--- src/rtl/readout_interpreter.sv ---
// ESN readout: streams state/weight words, MACs them, saturates and pulses ready.
// Build option READOUT_INTERPRETER_RELU_EN clamps negative results to zero.
module readout_interpreter #(
    parameter int N_NEURONS = 16,
    parameter int DATA_W    = 8,
    parameter int W_W       = 8,
    parameter int ACC_W     = 24,
    parameter int SHIFT     = 0,
    parameter int OUT_W     = 16,
    parameter int ADDR_W    = 4
) (
    input  logic              iClk,
    input  logic              iRst,
    input  logic              iEn,
    output logic [ADDR_W-1:0] oAddr,
    input  logic [DATA_W-1:0] iState,
    input  logic [W_W-1:0]    iWeight,
    output logic [OUT_W-1:0]  oY,
    output logic              oIntRdy,
    output logic              oBusy
);

    localparam int PW  = DATA_W + W_W;
    localparam int EXT = (ACC_W > OUT_W) ? ACC_W : OUT_W;

    localparam logic [ADDR_W-1:0] PRE_LAST = ADDR_W'(N_NEURONS - 2);
    localparam logic [ADDR_W-1:0] LAST     = ADDR_W'(N_NEURONS - 1);

    localparam logic signed [EXT-1:0] Y_MAX =
        {{(EXT-OUT_W+1){1'b0}}, {(OUT_W-1){1'b1}}};
    localparam logic signed [EXT-1:0] Y_MIN =
        {{(EXT-OUT_W+1){1'b1}}, {(OUT_W-1){1'b0}}};

    typedef enum logic [2:0] {
        S_IDLE,
        S_RUN,
        S_DRAIN,
        S_OUT,
        S_WAIT
    } state_t;

    state_t                   state_q;
    logic                     en_q;
    logic [ADDR_W-1:0]        addr_q;
    logic signed [ACC_W-1:0]  acc_q;
    logic signed [ACC_W-1:0]  acc_d;
    logic [OUT_W-1:0]         y_q;
    logic [OUT_W-1:0]         y_d;
    logic                     rdy_q;
    logic                     busy_q;

    logic signed [PW-1:0]     prod;
    logic signed [ACC_W-1:0]  shifted;
    logic signed [EXT-1:0]    sh_ext;

    assign prod  = $signed(iState) * $signed(iWeight);
    assign acc_d = acc_q + {{(ACC_W-PW){prod[PW-1]}}, prod};

    assign shifted = acc_q >>> SHIFT;
    assign sh_ext  = EXT'(shifted);

    always_comb begin
        y_d = sh_ext[OUT_W-1:0];
        if (sh_ext > Y_MAX) begin
            y_d = Y_MAX[OUT_W-1:0];
        end else if (sh_ext < Y_MIN) begin
            y_d = Y_MIN[OUT_W-1:0];
        end
`ifdef READOUT_INTERPRETER_RELU_EN
        if (y_d[OUT_W-1]) begin
            y_d = '0;
        end
`endif
    end

    always_ff @(posedge iClk) begin
        if (iRst) begin
            state_q <= S_IDLE;
            en_q    <= 1'b0;
            addr_q  <= '0;
            acc_q   <= '0;
            y_q     <= '0;
            rdy_q   <= 1'b0;
            busy_q  <= 1'b0;
        end else begin
            en_q  <= iEn;
            rdy_q <= 1'b0;
            case (state_q)
                S_IDLE: begin
                    if (iEn && !en_q) begin
                        state_q <= S_RUN;
                        acc_q   <= '0;
                        addr_q  <= '0;
                        busy_q  <= 1'b1;
                    end
                end
                // Memory data for the address issued last cycle arrives now.
                S_RUN: begin
                    acc_q  <= acc_d;
                    addr_q <= addr_q + 1'b1;
                    if (addr_q == PRE_LAST) begin
                        state_q <= S_DRAIN;
                    end
                end
                S_DRAIN: begin
                    acc_q   <= acc_d;
                    addr_q  <= LAST;
                    state_q <= S_OUT;
                end
                S_OUT: begin
                    y_q     <= y_d;
                    rdy_q   <= 1'b1;
                    busy_q  <= 1'b0;
                    state_q <= iEn ? S_WAIT : S_IDLE;
                end
                S_WAIT: begin
                    if (!iEn) begin
                        state_q <= S_IDLE;
                    end
                end
                default: begin
                    state_q <= S_IDLE;
                end
            endcase
        end
    end

    assign oAddr   = addr_q;
    assign oY      = y_q;
    assign oIntRdy = rdy_q;
    assign oBusy   = busy_q;

endmodule

--- config.mk ---
export PLATFORM = sky130hd
export DESIGN_NAME = readout_interpreter
export DESIGN_NICKNAME = d
export VERILOG_FILES = /design/src/rtl/readout_interpreter.sv
export SDC_FILE = /design/constraint.sdc
export NUM_CORES = 1
export LEC_CHECK = 0
export BUFFER_PORTS_ARGS = -buffer_cell sky130_fd_sc_hd__buf_2
export CAP_MARGIN = 20
export CORE_AREA = 2 2 119 110
export DETAILED_ROUTE_END_ITERATION = 6
export DIE_AREA = 0 0 121 112
export PLACE_DENSITY = 0.74
export RECOVER_POWER = 100
export SYNTH_ARGS = -nofsm -noshare
export SYNTH_HDL_FRONTEND = slang
export SYNTH_SLANG_ARGS = --single-unit
--- constraint.sdc ---
create_clock -name iClk -period 9.5 [get_ports iClk]
set_clock_uncertainty 0.1 [all_clocks]
set_input_delay 1.9 -clock iClk [delete_from_list [all_inputs] [get_ports iClk]]
set_output_delay 1.9 -clock iClk [all_outputs]
set_load 0.1 [all_outputs]
==> results.sh, run 1 <==
export IMPL_totalPowerFinal_mw=2.063
export IMPL_cp_max_fo=9
export IMPL_synth_seq_cells=50
export IMPL_nets=805
export IMPL_muxShareOfSynthArea=0.002074
export IMPL_switchingPower_mw=1.018
export IMPL_max_cap_violations=1
export IMPL_place_area_um2=5798
export IMPL_synthesis_nets=770
export IMPL_cp_end_kind="flop"
export IMPL_fin_crit_sh=0.8575
export IMPL_p_int_mw=1.044
export IMPL_seq_area_frac_synth=0.1843
export IMPL_timing_setup_tns_ps=0
export IMPL_postCtsSetupBuffers=0
export IMPL_ys_flop_type="dfxtp_1"
export IMPL_antenna_found_initial=0
export IMPL_timing_final_hold_violations=0
export IMPL_synthToLayoutAreaGrowth_pct=8.687
export IMPL_first_iter_violations=263
export IMPL_seqPwrFrac=0.121
export IMPL_clockRootBuffer="clkbuf_16"
export IMPL_drive_gt1_frac=0.04727
export IMPL_yosys_area_top_type_share=0.2065
export IMPL_grt_start_max_net_pins=43
export IMPL_violations="capacitance limit, slew limit"
export IMPL_dp_cells=833
export IMPL_startpoint_type="primary input"
export IMPL_synth_edf_count=0
export IMPL_pin_count=41
export IMPL_clock_latency_ps=290
export IMPL_synth_compound_area_frac=0.1800
export IMPL_yosys_area_top_type="fa_1"
export IMPL_cts_buffer_depth=2
export IMPL_io_buffers=40
export IMPL_startpoint="iState[0]"
export IMPL_cts_hold_buffers_added=0
export IMPL_use_met2=0.2738
export IMPL_min_delay_start="oY[2]"
export IMPL_core_um2=12350
export IMPL_cts_tree="built"
export IMPL_crit_required_ps=9570
export IMPL_wire_per_inst_um=12.51
export IMPL_final_area_um2=5902
export IMPL_hp_class="flop to flop"
export IMPL_final_cells=841
export IMPL_period_needed_ps=8146
export IMPL_outcome="finished, violations left"
export IMPL_post_cts_resized=0
export IMPL_grt_use_total=0.1596
export IMPL_busiest_layer="met2"
export IMPL_grt_pass1_wl_um=18460
export IMPL_synth_avg_cell_area_um2=8.471
export IMPL_cts_sinks=50
export IMPL_worst_pin_slew_ps=1745
export IMPL_grt_ovfl_total=0
export IMPL_synth_top_family_by_area="adder cells"
export IMPL_slew_viol_final=43
export IMPL_drtPass1Iterations=5
export IMPL_p_clk_frac=0.090
export IMPL_h_tree_depth=2
export IMPL_vias_per_cell=5.150
export IMPL_start_util=0.4399
export IMPL_synth_async_reset_ratio=0
export IMPL_synthCells=641
export IMPL_synth_xor_area_frac=0.05806
export IMPL_grt_pass1_vias=4139
export IMPL_synth_area_leaders="fa_1 (21%), dfxtp_1 (18%), ha_1 (12%), inv_1 (7.3%), and2_1 (5.4%)"
export IMPL_vias=4331
export IMPL_dp_hpwl_um=8489
export IMPL_finalSetupViolCount=0
export IMPL_rows=39
export IMPL_path_clk_slew_ps=80
export IMPL_diodes=0
export IMPL_pre_cts_ws_ps=1434
export IMPL_die_w_um=121
export IMPL_grt_use_met1=0.2238
export IMPL_setup_ws_ps=1354
export IMPL_reg2reg_from="acc_q[0]"
export IMPL_grt_use_met3=0.01537
export IMPL_syn_cell_area_um2=5430
export IMPL_synth_simple_area_share=0.1618
export IMPL_clock_fmax_mhz=122.8
export IMPL_yosys_warnings=0
export IMPL_drc=0
export IMPL_slew_headroom=-0.1632
export IMPL_power_leakage_nw=2.693
export IMPL_power_density_nw_per_um2=349.5
export IMPL_ant_nets=0
export IMPL_synthAdderAreaFrac=0.3309
export IMPL_arrival_ps=8220
export IMPL_routed_wl_um=10520
export IMPL_dieArea_um2=13550
export IMPL_gp_congestion=0.8237
export IMPL_die_y_um=112
export IMPL_synth_cell_types=51
export IMPL_swShare=0.4938
export IMPL_peakVddDrop_v=0.0002111
export IMPL_cts_buffers=5
export IMPL_rsz0062_at_grt="no"
export IMPL_critical_path_class="primary input to flop"
export IMPL_pwr_share_comb=0.789
## synth_stat cells (2+ instances only)
master,number
a21oi_1,51
nand4_1,5
a32oi_1,2
fa_1,56
o21bai_1,10
a31oi_1,2
xnor2_1,31
a211oi_2,2
nor2b_1,10
nand3_1,6
and2_1,47
nand2_1,37
nor3_1,6
a22o_1,8
a21o_1,11
or2_2,2
nor4_1,3
a22oi_1,13
inv_1,106
and3_1,3
nor2_1,43
o21ai_0,30
or3_1,2
xor2_1,5
nand2b_1,7
dfxtp_1,50
ha_1,54
o22ai_1,3
a211oi_1,2
clkbuf_1,13
## cells by family (layout without fill, tap and decap cells)
logic type | after synthesis | after routing
simple gates | 174 | 174
compound gates | 150 | 150
buf+inv | 120 | 156
fa+ha+maj | 110 | 110
flops | 50 | 50
xor+xnor | 36 | 36
mux | 1 | 1
## final cells by class
type | count | area, µm²
Clock buffer | 5 | 125.1
Clock inverter | 3 | 28.78
Fill cell | 1179 | 6444
Inverter | 106 | 397.9
Multi-Input combinational cell | 471 | 3964
Sequential cell | 50 | 1001
Tap cell | 164 | 205.2
Timing Repair Buffer | 42 | 180.2
## critical path, cell delays in order
cell and delay (ps):
clkbuf_1 160, nand2b_1 210, fa_1 510, fa_1 560, inv_1 60, fa_1 540
inv_1 60, fa_1 530, inv_1 40, ha_1 310, o21ai_0 90, o21bai_1 190
o31a_1 180, nand4_1 130, a31oi_1 200, xnor2_1 150, clkbuf_1 430, ha_1 390
a21oi_1 170, nand2_1 90, o21bai_1 150, a221o_1 350, nor4_1 260, o31ai_1 150
xnor2_1 150, a21oi_1 160, o22ai_1 100
## flip-flops by register name, indices dropped and copies added (netlist names)
signal,flops
acc_q,24
en_q,1
oAddr,4
oBusy,1
oIntRdy,1
oY,16
state_q,3
## power groups by stage
| stage | clock (mW) | combinational [mW] | sequential (mW) |
|---|---|---|---|
| 3_5_place_dp | 0 | 1.65 | 0.254 |
| 6_report | 0.186 | 1.63 | 0.250 |
| 2_1_floorplan | 0 | 1.35 | 0.256 |
| 3_3_place_gp | 0 | 1.63 | 0.255 |
| 4_1_cts | 0.188 | 1.66 | 0.250 |
| 5_1_grt | 0.199 | 1.86 | 0.252 |
## per-stage QoR
stage	hold WS (ps)	utilization
global route	377.8	0.4781
CTS	352.4	0.4821
global placement	339.9	0.4696
floorplan	373.9	-
detailed placement	343.6	0.4696
finish	351.5	0.4781
## path summary, 6_finish.rpt
| kind | end | slack (ps) | depth (start not counted) |
|---|---|---|---|
| max | acc_q[23] | 1350 | 27 |
| min reg2reg | oY[2] | 350 | 2 |
| min | oY[2] | 350 | 2 |
| max reg2reg | acc_q[18] | 6560 | 12 |
## routing by layer
layer	wire, µm	part of all wire
met2	5358	0.51
met5	0	0
met4	62	0.0059
met3	191	0.018
met1	4911	0.47
## layout by cell type (no fill, tap or decap), types with 3 or more instances in the layout
cell type and count:
clkbuf_1 26, nand2_1 37, fa_1 56, nor3_1 6, a21o_1 11, xnor2_1 31
xor2_1 5, and2_0 3, and2_1 44, a22oi_1 13, nand4_1 5, o21ai_0 30
buf_2 15, dfxtp_1 50, a21oi_1 52, o22ai_1 3, inv_1 106, ha_1 54
nor2b_1 10, clkbuf_16 5, nand2b_1 7, nor2_1 43, and3_1 3, nand3_1 6
a22o_1 8, nor4_1 3, o21bai_1 10
Power figures use the tool's default switching activity.
==> run 2, diff against run 1 <==
--- a/config.mk
+++ b/config.mk
@@ -7,10 +7,10 @@
 export LEC_CHECK = 0
 export BUFFER_PORTS_ARGS = -buffer_cell sky130_fd_sc_hd__buf_2
 export CAP_MARGIN = 20
-export CORE_AREA = 2 2 119 110
+export CORE_AREA = 2 2 123 113
 export DETAILED_ROUTE_END_ITERATION = 6
-export DIE_AREA = 0 0 121 112
-export PLACE_DENSITY = 0.74
+export DIE_AREA = 0 0 125 115
+export PLACE_DENSITY = 0.71
 export RECOVER_POWER = 100
 export SYNTH_ARGS = -nofsm -noshare
 export SYNTH_HDL_FRONTEND = slang
==> constraint.sdc (replaced) <==
create_clock -name iClk -period 9.5 [get_ports iClk]
set_clock_uncertainty 0.1 [all_clocks]
set_input_delay 0.95 -clock iClk [delete_from_list [all_inputs] [get_ports iClk]]
set_output_delay 0.95 -clock iClk [all_outputs]
set_load 0.1 [all_outputs]
==> results.sh, run 2 (same netlist as run 1, synthesis figures left out) <==
export IMPL_peakVddDrop_v=0.0001619
export IMPL_reg2reg_from="acc_q[0]"
export IMPL_power_density_nw_per_um2=350.3
export IMPL_crit_end="acc_q[23]"
export IMPL_startpoint_type="primary input"
export IMPL_finalSetupViolCount=0
export IMPL_multi_input_comb_area_um2=3964
export IMPL_clock_fmax_mhz=132.3
export IMPL_h_tree_depth=2
export IMPL_cp_max_fo=9
export IMPL_worstHoldPathCells=2
export IMPL_fin_crit_sh=0.7954
export IMPL_rows=40
export IMPL_fillCellCount=1294
export IMPL_post_cts_resized=0
export IMPL_largest_reg_flops=24
export IMPL_grt_use_total=0.1568
export IMPL_cts_buffers=5
export IMPL_hp_class="flop to flop"
export IMPL_worst_pin_slew_ps=1859
export IMPL_max_cap_violations=1
export IMPL_cp_depth=25
export IMPL_die_w_um=125
export IMPL_cts_tree="built"
export IMPL_postCtsSetupBuffers=0
export IMPL_hold_ws_ps=347.5
export IMPL_grt_start_max_net_pins=43
export IMPL_clock_latency_ps=290
export IMPL_slowest_delay_ps=760
export IMPL_arrival_ps=7630
export IMPL_rsz0062_at_grt="no"
export IMPL_dp_cells=837
export IMPL_period_needed_ps=7556
export IMPL_final_cell_mix="inv_1 (106), fa_1 (56), ha_1 (54)"
export IMPL_dp_hpwl_um=8638
export IMPL_worst_path_buf_inv=5
export IMPL_final_common_cell="inv_1"
export IMPL_clockRootBuffer="clkbuf_16"
export IMPL_slew_headroom=-0.2397
export IMPL_power_leakage_nw=2.702
export IMPL_slew_viol_final=43
export IMPL_dieArea_um2=14380
export IMPL_routed_wl_um=10900
export IMPL_wire_per_inst_um=12.91
export IMPL_crit_required_ps=9570
export IMPL_gp_congestion=0.8387
export IMPL_die_y_um=115
export IMPL_grt_pass1_vias=4094
export IMPL_r2r_slack_ps=6490
export IMPL_cts_sinks=50
export IMPL_vias=4323
export IMPL_start_util=0.4141
export IMPL_grt_pass1_wl_um=18960
export IMPL_diodes=0
export IMPL_outcome="finished, violations left"
export IMPL_grt_ovfl_total=0
export IMPL_drive_gt1_frac=0.04734
export IMPL_final_core_util=0.4519
export IMPL_critPathTopFamily="adder cells"
export IMPL_vias_per_cell=5.122
export IMPL_top_register="acc_q"
export IMPL_critical_path_class="primary input to flop"
export IMPL_cp_end_kind="flop"
export IMPL_timing_setup_tns_ps=0
export IMPL_seq_area_um2=1001
export IMPL_io_buffers=40
export IMPL_drtPass1Iterations=4
export IMPL_first_iter_violations=338
export IMPL_core_um2=13110
export IMPL_reg2reg_depth=12
export IMPL_cp_slowest_cell="xnor2_1"
export IMPL_cts_buffer_depth=2
export IMPL_ant_nets=0
export IMPL_timing_final_hold_violations=0
export IMPL_reg2reg_to="acc_q[18]"
export IMPL_synthToLayoutAreaGrowth_pct=9.124
export IMPL_nets=805
export IMPL_violations="capacitance limit, slew limit"
export IMPL_pin_count=41
export IMPL_path_clk_slew_ps=60
export IMPL_antenna_found_initial=0
export IMPL_final_cells=844
export IMPL_drc=0
export IMPL_startpoint="iWeight[3]"
export IMPL_cts_hold_buffers_added=0
run 2: power by group:
part           switching (mW)  total (mW)  internal, mW
clock                  0.0769       0.207         0.130
sequential             0.0197       0.251         0.231
combinational           0.913        1.62         0.705
run 2: layout make-up:
cell class	count	share of cell area
clock buffers	6	0.02344
clock inverters	1	0.005068
inverters	106	0.06715
multi-input cells	471	0.6689
flip-flops and latches	50	0.1689
well taps	168	0.03547
repair buffers	42	0.03104
run 2: per-stage QoR:
step	area, µm²	worst slack [ps]	power, mW
after floorplan	5430	2627	1.605
after global placement	5803	2018	1.860
after detailed placement	5803	1788	1.882
after CTS	5972	1998	2.106
after global routing	5926	1370	2.326
final	5926	1944	2.076
run 2: per-layer routing:
metal / GRT usage / wire, µm / share of wire / vias to the layer above
li1: - / - / - / 2189
met1: 0.2142 / 5072 / 0.47 / 2085
met2: 0.2717 / 5513 / 0.51 / 41
met3: 0.02187 / 260 / 0.024 / 8
met4: 0.02593 / 52 / 0.0048 / 0
met5: 0 / 0 / 0 / -
run 2: worst reg2reg max path, delay by kind of cell, from the launching register on:
| family | cells | cell delay (ps) |
|---|---|---|
| XOR/XNOR | 1 | 160 |
| AND/OR/NAND/NOR | 1 | 120 |
| AO/OA/AOI/OAI | 7 | 1470 |
| flip-flops | 1 | 350 |
| adder cells (fa/ha/maj) | 2 | 630 |
| buffers and inverters | 1 | 70 |
run 2: how the worst min path moves through the flow:
stage / start / to / slack (ps)
floorplan: acc_q[14] / acc_q[14] / 370
global placement: oY[2] / oY[2] / 340
detailed placement: oY[1] / oY[1] / 340
CTS: oY[1] / oY[1] / 350
global route: oY[1] / oY[1] / 380
finish: oY[1] / oY[1] / 350
